`src/rtl/sdrc_req_split_pkg.sv`:
```
// Shared types and helpers for the SDRAM request splitter.
package sdrc_split_pkg;

    typedef enum logic {
        IDLE  = 1'b0,
        SPLIT = 1'b1
    } state_t;

    localparam int unsigned COL_W_DEFAULT = 8;
    localparam int unsigned PAGE_WORDS    = 2 ** COL_W_DEFAULT;

    // Unsigned minimum of three values; callers zero-extend narrower operands to 32 bits.
    function automatic logic [31:0] min3(input logic [31:0] a,
                                         input logic [31:0] b,
                                         input logic [31:0] c);
        logic [31:0] m;
        m = (a < b) ? a : b;
        return (m < c) ? m : c;
    endfunction

endpackage

```
`src/rtl/sdrc_req_split_if.sv`:
```
// Host-request and sub-request handshake bundle for sdrc_req_split.
interface sdrc_req_split_if #(
    parameter int ADDR_W = 26,
    parameter int LEN_W  = 7
);
    logic              req_valid;
    logic              req_ready;
    logic [ADDR_W-1:0] req_addr;
    logic [LEN_W-1:0]  req_len;
    logic              req_wr;

    logic              sub_valid;
    logic              sub_ready;
    logic [ADDR_W-1:0] sub_addr;
    logic [LEN_W-1:0]  sub_len;
    logic              sub_wr;
    logic              sub_last;

    modport slave (
        input  req_valid, req_addr, req_len, req_wr, sub_ready,
        output req_ready, sub_valid, sub_addr, sub_len, sub_wr, sub_last
    );

    modport master (
        output req_valid, req_addr, req_len, req_wr, sub_ready,
        input  req_ready, sub_valid, sub_addr, sub_len, sub_wr, sub_last
    );
endinterface

```
`src/rtl/sdrc_req_split_chunk.sv`:
```
// Combinational chunk size: min(remaining beats, MAX_BURST, words left in the page).
import sdrc_split_pkg::*;

module sdrc_chunk_calc #(
    parameter int LEN_W     = 7,
    parameter int COL_W     = 8,
    parameter int MAX_BURST = 8
) (
    input  logic [COL_W-1:0] col_i,
    input  logic [LEN_W-1:0] rem_i,
    output logic [LEN_W-1:0] chunk_o,
    output logic             is_last_o
);

    localparam logic [COL_W:0] PAGE = {1'b1, {COL_W{1'b0}}};

    // One extra bit so column 0 yields a full page rather than zero.
    logic [COL_W:0] page_rem;

    assign page_rem  = PAGE - {1'b0, col_i};
    assign chunk_o   = LEN_W'(min3(32'(rem_i), 32'(MAX_BURST), 32'(page_rem)));
    assign is_last_o = (rem_i == chunk_o);

endmodule

```
`src/rtl/sdrc_req_split.sv`:
```
// Splits a host request into page-safe, burst-limited SDRAM sub-requests.
import sdrc_split_pkg::*;

module sdrc_req_split #(
    parameter int ADDR_W    = 26,
    parameter int LEN_W     = 7,
    parameter int COL_W     = 8,
    parameter int MAX_BURST = 8
) (
    input  logic           clk,
    input  logic           reset_n,
    sdrc_req_split_if.slave bus,
    output logic           busy
);

    state_t            state_q, state_d;
    logic [ADDR_W-1:0] addr_q, addr_d;
    logic [LEN_W-1:0]  rem_q, rem_d;
    logic [LEN_W-1:0]  len_q, len_d;
    logic              wr_q, wr_d;
    logic              vld_q, vld_d;
    logic              last_q, last_d;
    logic [LEN_W-1:0]  chunk;
    logic              is_last;

    // Chunk is computed from next-state values so sub_len/sub_last can be registered.
    sdrc_chunk_calc #(
        .LEN_W     (LEN_W),
        .COL_W     (COL_W),
        .MAX_BURST (MAX_BURST)
    ) u_calc (
        .col_i     (addr_d[COL_W-1:0]),
        .rem_i     (rem_d),
        .chunk_o   (chunk),
        .is_last_o (is_last)
    );

    always_comb begin
        state_d = state_q;
        addr_d  = addr_q;
        rem_d   = rem_q;
        wr_d    = wr_q;
        vld_d   = vld_q;
        case (state_q)
            IDLE: begin
                if (bus.req_valid && (bus.req_len != '0)) begin
                    addr_d  = bus.req_addr;
                    rem_d   = bus.req_len;
                    wr_d    = bus.req_wr;
                    vld_d   = 1'b1;
                    state_d = SPLIT;
                end
            end
            SPLIT: begin
                if (vld_q && bus.sub_ready) begin
                    addr_d = addr_q + ADDR_W'(len_q);
                    rem_d  = rem_q - len_q;
                    if (last_q) begin
                        vld_d   = 1'b0;
                        state_d = IDLE;
                    end
                end
            end
            default: begin
                state_d = IDLE;
                vld_d   = 1'b0;
            end
        endcase
    end

    always_comb begin
        len_d  = vld_d ? chunk : '0;
        last_d = vld_d & is_last;
    end

    always_ff @(posedge clk or negedge reset_n) begin
        if (!reset_n) begin
            state_q <= IDLE;
            addr_q  <= '0;
            rem_q   <= '0;
            len_q   <= '0;
            wr_q    <= 1'b0;
            vld_q   <= 1'b0;
            last_q  <= 1'b0;
        end else begin
            state_q <= state_d;
            addr_q  <= addr_d;
            rem_q   <= rem_d;
            len_q   <= len_d;
            wr_q    <= wr_d;
            vld_q   <= vld_d;
            last_q  <= last_d;
        end
    end

    assign bus.req_ready = (state_q == IDLE);
    assign bus.sub_valid = vld_q;
    assign bus.sub_addr  = addr_q;
    assign bus.sub_len   = len_q;
    assign bus.sub_wr    = wr_q;
    assign bus.sub_last  = last_q;
    assign busy          = (state_q == SPLIT);

endmodule

```
`src/flat_wrapper.sv`:
```
// flat-port wrapper written by rule: the top's interface ports become plain ports
module sdrc_req_split_flat 
#(
    parameter int ADDR_W    = 26,
    parameter int LEN_W     = 7,
    parameter int COL_W     = 8,
    parameter int MAX_BURST = 8
)
  (clk, reset_n, busy, bus_req_valid, bus_req_addr, bus_req_len, bus_req_wr, bus_sub_ready, bus_req_ready, bus_sub_valid, bus_sub_addr, bus_sub_len, bus_sub_wr, bus_sub_last);
  sdrc_req_split_if #(.ADDR_W(ADDR_W), .LEN_W(LEN_W)) bus_i ();
  input  logic clk;
  input  logic reset_n;
  output logic busy;
  input wire logic [$bits(bus_i.req_valid)-1:0] bus_req_valid;
  input wire logic [$bits(bus_i.req_addr)-1:0] bus_req_addr;
  input wire logic [$bits(bus_i.req_len)-1:0] bus_req_len;
  input wire logic [$bits(bus_i.req_wr)-1:0] bus_req_wr;
  input wire logic [$bits(bus_i.sub_ready)-1:0] bus_sub_ready;
  output wire logic [$bits(bus_i.req_ready)-1:0] bus_req_ready;
  output wire logic [$bits(bus_i.sub_valid)-1:0] bus_sub_valid;
  output wire logic [$bits(bus_i.sub_addr)-1:0] bus_sub_addr;
  output wire logic [$bits(bus_i.sub_len)-1:0] bus_sub_len;
  output wire logic [$bits(bus_i.sub_wr)-1:0] bus_sub_wr;
  output wire logic [$bits(bus_i.sub_last)-1:0] bus_sub_last;
  assign bus_i.req_valid = bus_req_valid;
  assign bus_i.req_addr = bus_req_addr;
  assign bus_i.req_len = bus_req_len;
  assign bus_i.req_wr = bus_req_wr;
  assign bus_i.sub_ready = bus_sub_ready;
  assign bus_req_ready = bus_i.req_ready;
  assign bus_sub_valid = bus_i.sub_valid;
  assign bus_sub_addr = bus_i.sub_addr;
  assign bus_sub_len = bus_i.sub_len;
  assign bus_sub_wr = bus_i.sub_wr;
  assign bus_sub_last = bus_i.sub_last;
  sdrc_req_split #(.ADDR_W(ADDR_W), .LEN_W(LEN_W), .COL_W(COL_W), .MAX_BURST(MAX_BURST)) u_core (.clk(clk), .reset_n(reset_n), .bus(bus_i), .busy(busy));
endmodule
```
`config.mk`:
```
export PLATFORM = sky130hd
export DESIGN_NAME = sdrc_req_split_flat
export DESIGN_NICKNAME = d
export VERILOG_FILES = /design/src/rtl/sdrc_req_split_pkg.sv /design/src/rtl/sdrc_req_split_if.sv /design/src/rtl/sdrc_req_split_chunk.sv /design/src/rtl/sdrc_req_split.sv /design/src/flat_wrapper.sv
export SDC_FILE = /design/constraint.sdc
export NUM_CORES = 1
export LEC_CHECK = 0
export CAP_MARGIN = 20
export CORE_MARGIN = 3
export CORE_UTILIZATION = 51
export CTS_CLUSTER_SIZE = 12
export DETAILED_ROUTE_END_ITERATION = 6
export HOLD_SLACK_MARGIN = 0.03
export PLACE_DENSITY = 0.81
export SLEW_MARGIN = 15
export SYNTH_ARGS = -nofsm -noshare
export SYNTH_HDL_FRONTEND = slang
export SYNTH_SLANG_ARGS = --single-unit
export TNS_END_PERCENT = 50
```
`constraint.sdc`:
```
create_clock -name clk -period 5.6 [get_ports clk]
set_input_delay 1.12 -clock clk [delete_from_list [all_inputs] [get_ports clk]]
set_output_delay 1.12 -clock clk [all_outputs]
set_load 0.05 [all_outputs]
```
==> results of run 1 <==
## through the flow
step                cells  hold slack, ps  power (W)  utilization [%]  setup WS [ps]
floorplan             393             532    0.00209                -            507
global placement      547             488    0.00275             70.0            180
detailed placement    547             498    0.00279             70.0          -27.7
CTS                   554             519    0.00302             71.6            279
global route          555             559    0.00326             72.1           17.1
finish                555             514    0.00305             72.1            230
## cells in the final DEF, fill, tap and decap left out, types with 4 or more instances in the layout
master and count:
a221o_1 5, nor2b_1 4, clkbuf_8 7, a21o_1 7
and3_1 5, a221oi_1 5, clkdlybuf4s50_1 74, o21ai_0 21
nand2b_1 5, nor3_1 5, nand4_1 5, or4_1 4
a22oi_1 4, xnor2_1 9, o311ai_0 6, and2_1 10
dfrtp_1 44, nor2_1 22, o211ai_1 5, nor3b_1 5
o21a_1 4, nand2_1 48, a21oi_1 28, mux2i_1 8
ha_1 20, xor2_1 5, inv_1 23, buf_4 19
nand3_1 16
## per-layer routing
metal,vias to the layer above,wire length (um),track usage [%]
met1,1590,4510,37.0
li1,1616,-,-
met4,0,231,9.76
met3,26,702,3.31
met2,171,4880,46.4
met5,-,0,0
## layout make-up
type	instances	area (um2)	area share, %
sequential	44	1100	24.9
tap	75	93.8	2.12
multi-input combinational	311	2120	48.1
clock buffer	7	96.3	2.18
timing repair buffer	95	916	20.7
inverter	23	86.3	1.95
## cells by family after synthesis
kind of cell | synth area share [%]
AOI/OAI and AO/OA | 23.8
xor gates and xnor gates | 3.65
adders and majority gates | 8.64
buffers and inverters | 4.24
DFF | 32.8
muxes | 3.83
other | 0.112
and+or+nand+nor | 23.0
## final timing paths
kind | endpoint | slack [ps] | cells after the start
min in group asynchronous | u_core.bus.sub_addr[23] | 790 | 1
hold reg to reg | u_core.bus.sub_wr | 510 | 1
hold / removal | u_core.bus.sub_wr | 510 | 1
max in group asynchronous | u_core.bus.sub_addr[6] | 4300 | 2
setup / recovery | u_core.bus.sub_last | 230 | 15
setup reg to reg | u_core.bus.sub_len[0] | 630 | 19
## state kept, by name, indices dropped and copies added, names as in the netlist
name	count
u_core.bus.sub_wr	1
u_core.bus.sub_len	7
u_core.bus.sub_last	1
u_core.bus.sub_addr	26
u_core.rem_q	7
u_core.bus.sub_valid	1
u_core.busy	1
## worst max-delay path: stages
cell and delay, ps:
clkdlybuf4s50_1 420, or4_4 590, o21a_4 320, a222oi_1 470, nand3_1 220, nor2_1 200, xor2_1 410, ha_1 220
nand4_1 80, nor2_1 120, or4b_1 490, o31ai_4 290, nand2_4 130, a211o_1 290, a22oi_2 190
## power by group through the flow
| stage | Clock (W) | Sequential, W | Combinational, W |
|---|---|---|---|
| 6_report | 0.000223 | 0.000602 | 0.00223 |
| 5_1_grt | 0.000237 | 0.000622 | 0.00240 |
| 4_1_cts | 0.000227 | 0.000598 | 0.00220 |
| 3_5_place_dp | 0 | 0.000604 | 0.00219 |
| 3_3_place_gp | 0 | 0.000599 | 0.00215 |
| 2_1_floorplan | 0 | 0.000922 | 0.00117 |
==> impl_metrics.py, run 1 <==
metrics = {
    "place": {
        "io_buffers": 75,
        "place_hpwl_um": 7870,
        "place_area_um2": 4290,
        "place_congestion": 0.898,
    },
    "clock_network": {
        "clock-sinks": 44,
        "cts_setup_buffers": 0,
        "cts_tree": "built",
        "clk_latency_ps": 300,
        "htreeDepth": 2,
        "cts_max_path_buffers": 2,
        "path_clk_slew_ps": 90,
        "cts_hold_buffers": 0,
        "post_cts_resized": 0,
        "cts_buffers": 5,
        "root_buffer": "clkbuf_8",
    },
    "critical_path": {
        "cp_data_required_time_ps": 5820,
        "timing.rr.start": "u_core.bus.sub_len[1]",
        "crit_type": "in2reg",
        "cp_max_fo": 16,
        "cp-end-kind": "flip-flop",
        "cp-startpoint": "bus_req_len[2]",
        "startpoint_type": "primary input",
        "worstPathArrival_ps": 5590,
    },
    "power": {
        "internal_power_w": 0.00145,
        "switching_share_pct": 52.7,
        "vdd_ir_drop_max_v": 0.000452,
        "switching_power_w": 0.00161,
        "p_leak_nw": 1.87,
        "pwr-share-comb_pct": 73.0,
        "seqPwrFrac_pct": 19.7,
        "clockPowerShare_pct": 7.3,
        "powerDensity_nw_per_um2": 691,
    },
    "grt": {
        "grt_use_total_pct": 27.8,
        "overflow": 0,
        "first_global_vias": 3378,
        "antenna_found_initial": 0,
        "grt_max_degree": 45,
        "grt_pass1_wl_um": 16600,
    },
    "timing": {
        "skew_ps": 6.72,
        "hold_violations": 0,
        "drv_slew": 0,
        "worst_pin_slew_ps": 828,
        "fin_setup_tns_ps": 0,
        "finalSetupViolations": 0,
        "finalCriticalPeriod_ps": 5370,
        "rsz0062_at_grt": "false",
        "clock.fmax_mhz": 186,
        "finalCritPeriodShare_pct": 95.9,
        "relSlewSlack_pct": 44.3,
    },
    "synthesis": {
        "ys_types": 62,
        "synth_edf_count": 0,
        "ys_async_sr_fraction_pct": 100,
        "netlist_area_um2": 3360,
        "synth.most_common_cell": "nand2_1",
        "synthCells": 391,
        "yosys.area.top_type": "dfrtp_1",
        "synth_flop_cell": "dfrtp_1",
        "ys_seq_area_share_pct": 32.8,
        "synthTopCellsByArea": "dfrtp_1, ha_1, nand2_1",
        "syn_avg_cell_area_um2": 8.60,
        "synth_top_area_share_pct": 32.8,
        "synth_warnings": 0,
        "synth_commonest_cells": "nand2_1, dfrtp_1, a21oi_1",
        "synth-seq-cells": 44,
    },
    "finish": {
        "fill_cells": 485,
        "drive_above_1_share_pct": 8.96,
        "area.growth.synth_to_final_pct": 31.5,
        "n_antenna_cell": 0,
        "fin_nets": 540,
        "final_cell_area_um2": 4420,
    },
    "floorplan": {
        "design.core.area_um2": 6130,
        "fp.dieW_um": 87.2,
        "dieArea_um2": 7600,
        "start_util_pct": 54.8,
        "die_h_um": 87.2,
        "rows": 28,
        "boundaryPins": 76,
    },
    "run_status": {
        "status": "finished clean",
    },
    "min_path": {
        "hold_start": "u_core.bus.sub_wr",
        "hold_class": "reg2reg",
    },
    "run": {
        "cap_violations": 0,
    },
    "routing": {
        "via_count": 3403,
        "vias_per_cell": 6.13,
        "drtPass1Iterations": 5,
        "drc": 0,
        "drt_iter0_drc": 254,
        "routedWlPerCell_um": 18.6,
        "wirelength_um": 10300,
        "drtAntennaViolNets": 0,
    },
}
(Power assumes the default switching activity.)
==> inputs of run 2 (changes only) <==
CORE_MARGIN = 2   (was 3)
CTS_BUF_LIST = sky130_fd_sc_hd__clkbuf_2 sky130_fd_sc_hd__clkbuf_4 sky130_fd_sc_hd__clkbuf_8   (was unset)
==> run 2 against run 1 <==
Effect of this change:
- flip-flop and latch count unchanged
- core utilization shrank 2.9 points
- global-route usage increased by 0.98 points
- maximum frequency rose by 2.3%
- first-iteration DRC count rose by 45%
- final area decreased by 0.59%
- critical path type unchanged
- largest cell class unchanged
==> impl_metrics.py, run 2 (synthesis gave the netlist of run 1 again) <==
metrics = {
    "timing": {
        "finalSetupViolations": 0,
        "worst_pin_slew_ps": 899,
        "hold_violations": 0,
        "finalCritPeriodShare_pct": 93.7,
        "fin_setup_tns_ps": 0,
        "clock.fmax_mhz": 191,
        "holdWs_ps": 513,
        "rsz0062_at_grt": "false",
        "skew_ps": 9.06,
        "relSlewSlack_pct": 39.6,
        "setup_slack_ps": 352,
        "drv_slew": 0,
        "finalCriticalPeriod_ps": 5250,
    },
    "floorplan": {
        "rows": 29,
        "die_h_um": 85.2,
        "start_util_pct": 52.9,
        "design.core.area_um2": 6350,
        "fp.dieW_um": 85.2,
        "dieArea_um2": 7250,
        "boundaryPins": 76,
    },
    "clock_network": {
        "cts_tree": "built",
        "path_clk_slew_ps": 90,
        "htreeDepth": 2,
        "clk_latency_ps": 300,
        "root_buffer": "clkbuf_8",
        "cts_setup_buffers": 0,
        "cts_hold_buffers": 0,
        "cts_buffers": 5,
        "cts_max_path_buffers": 2,
        "clock-sinks": 44,
        "post_cts_resized": 0,
    },
    "critical_path": {
        "cpMaxStageDelayCell": "clkdlybuf4s50_1",
        "crit_family": "compound AO/OA/AOI/OAI gates",
        "worstPathArrival_ps": 5420,
        "crit_top_cell": "a21o_1",
        "cp_data_required_time_ps": 5770,
        "crit_type": "in2reg",
        "crit_buf_inv": 1,
        "critPathMaxStageDelay_ps": 530,
        "worstPathCellList": "clkdlybuf4s50_1 > and3_1 > o32ai_4 > a22oi_1 > o31ai_1 > or4_1 > nor2b_1 > ha_1 > a21o_1 > a21o_1 > a21o_1 > a21o_1 > a221oi_1 > o31ai_4 > nand2_4 > mux2i_1 > nor2_1",
        "cp_max_fo": 8,
        "cp-end-kind": "flip-flop",
        "startpoint_type": "primary input",
    },
    "place": {
        "io_buffers": 75,
        "place_hpwl_um": 7860,
        "place_area_um2": 4270,
        "place_congestion": 0.903,
        "dpl_worst_slack_ps": 65.0,
    },
    "power": {
        "p_leak_nw": 1.85,
        "powerDensity_nw_per_um2": 694,
        "power_w": 0.00305,
        "vdd_ir_drop_max_v": 0.000442,
    },
    "grt": {
        "antenna_found_initial": 0,
        "grt_pass1_wl_um": 16600,
        "first_global_vias": 3404,
        "grt_max_degree": 45,
        "overflow": 0,
        "grt_use_total_pct": 28.7,
    },
    "finish": {
        "final_cell_mix": "clkdlybuf4s50_1, nand2_1, dfrtp_1",
        "area.growth.synth_to_final_pct": 30.7,
        "largest_reg_flops": 26,
        "fill_cells": 490,
        "final_cell_area_um2": 4390,
        "n_antenna_cell": 0,
        "drive_above_1_share_pct": 8.58,
        "final_common_cell": "clkdlybuf4s50_1",
        "fin_nets": 537,
    },
    "routing": {
        "drc": 0,
        "drt_iter0_drc": 369,
        "drtPass1Iterations": 5,
        "vias_per_cell": 6.20,
        "via_count": 3443,
        "drtAntennaViolNets": 0,
        "routedWlPerCell_um": 18.7,
        "wirelength_um": 10400,
    },
    "run": {
        "cap_violations": 0,
    },
    "min_path": {
        "hold_class": "reg2reg",
    },
    "run_status": {
        "status": "finished clean",
    },
}
## run 2: worst reg2reg max path, delay by kind of cell, from the launching register on
kind	cells	cell delay [ps]
compound gates	7	1570
simple gates	7	1560
fa+ha+maj	2	770
flops	1	460
mux	2	340
buf+inv	1	160
## run 2: final timing paths
kind | cells after the start | slack (ps) | endpoint | from
hold / removal | 1 | 510 | u_core.bus.sub_wr | u_core.bus.sub_wr
min in group asynchronous | 1 | 710 | u_core.bus.sub_addr[13] | reset_n
max in group asynchronous | 2 | 4400 | u_core.rem_q[0] | reset_n
hold reg to reg | 1 | 510 | u_core.bus.sub_wr | u_core.bus.sub_wr
setup / recovery | 17 | 350 | u_core.bus.sub_len[0] | bus_sub_ready
setup reg to reg | 19 | 630 | u_core.bus.sub_len[0] | u_core.bus.sub_len[1]
## run 2: layout make-up
cell class | instances | area (um2) | area share (%)
multi-input combinational | 311 | 2120 | 48.4
tap | 77 | 96.3 | 2.19
clock buffer | 7 | 90.1 | 2.05
clock inverter | 1 | 7.51 | 0.171
timing repair buffer | 92 | 886 | 20.2
sequential | 44 | 1100 | 25.1
inverter | 23 | 86.3 | 1.97
## run 2: stage by stage
| step | util (%) | cells |
|---|---|---|
| after floorplan | - | 393 |
| after global placement | 67.3 | 546 |
| after detailed placement | 67.3 | 546 |
| after CTS | 68.8 | 554 |
| after global routing | 69.2 | 555 |
| final | 69.2 | 555 |
## run 2: power breakdown
group          leakage [nW]  switching (W)  internal [W]
logic                  1.24        0.00135      0.000875
clock network        0.0479       0.000115      0.000105
registers             0.555       0.000151      0.000454
## run 2: metal layers
layer	track usage (%)	up-vias	part of all wire [%]
met5	0	-	0
met4	10.5	0	2.5
met3	4.09	21	7.2
met2	49.6	173	49
met1	36.6	1631	41
li1	-	1618	-
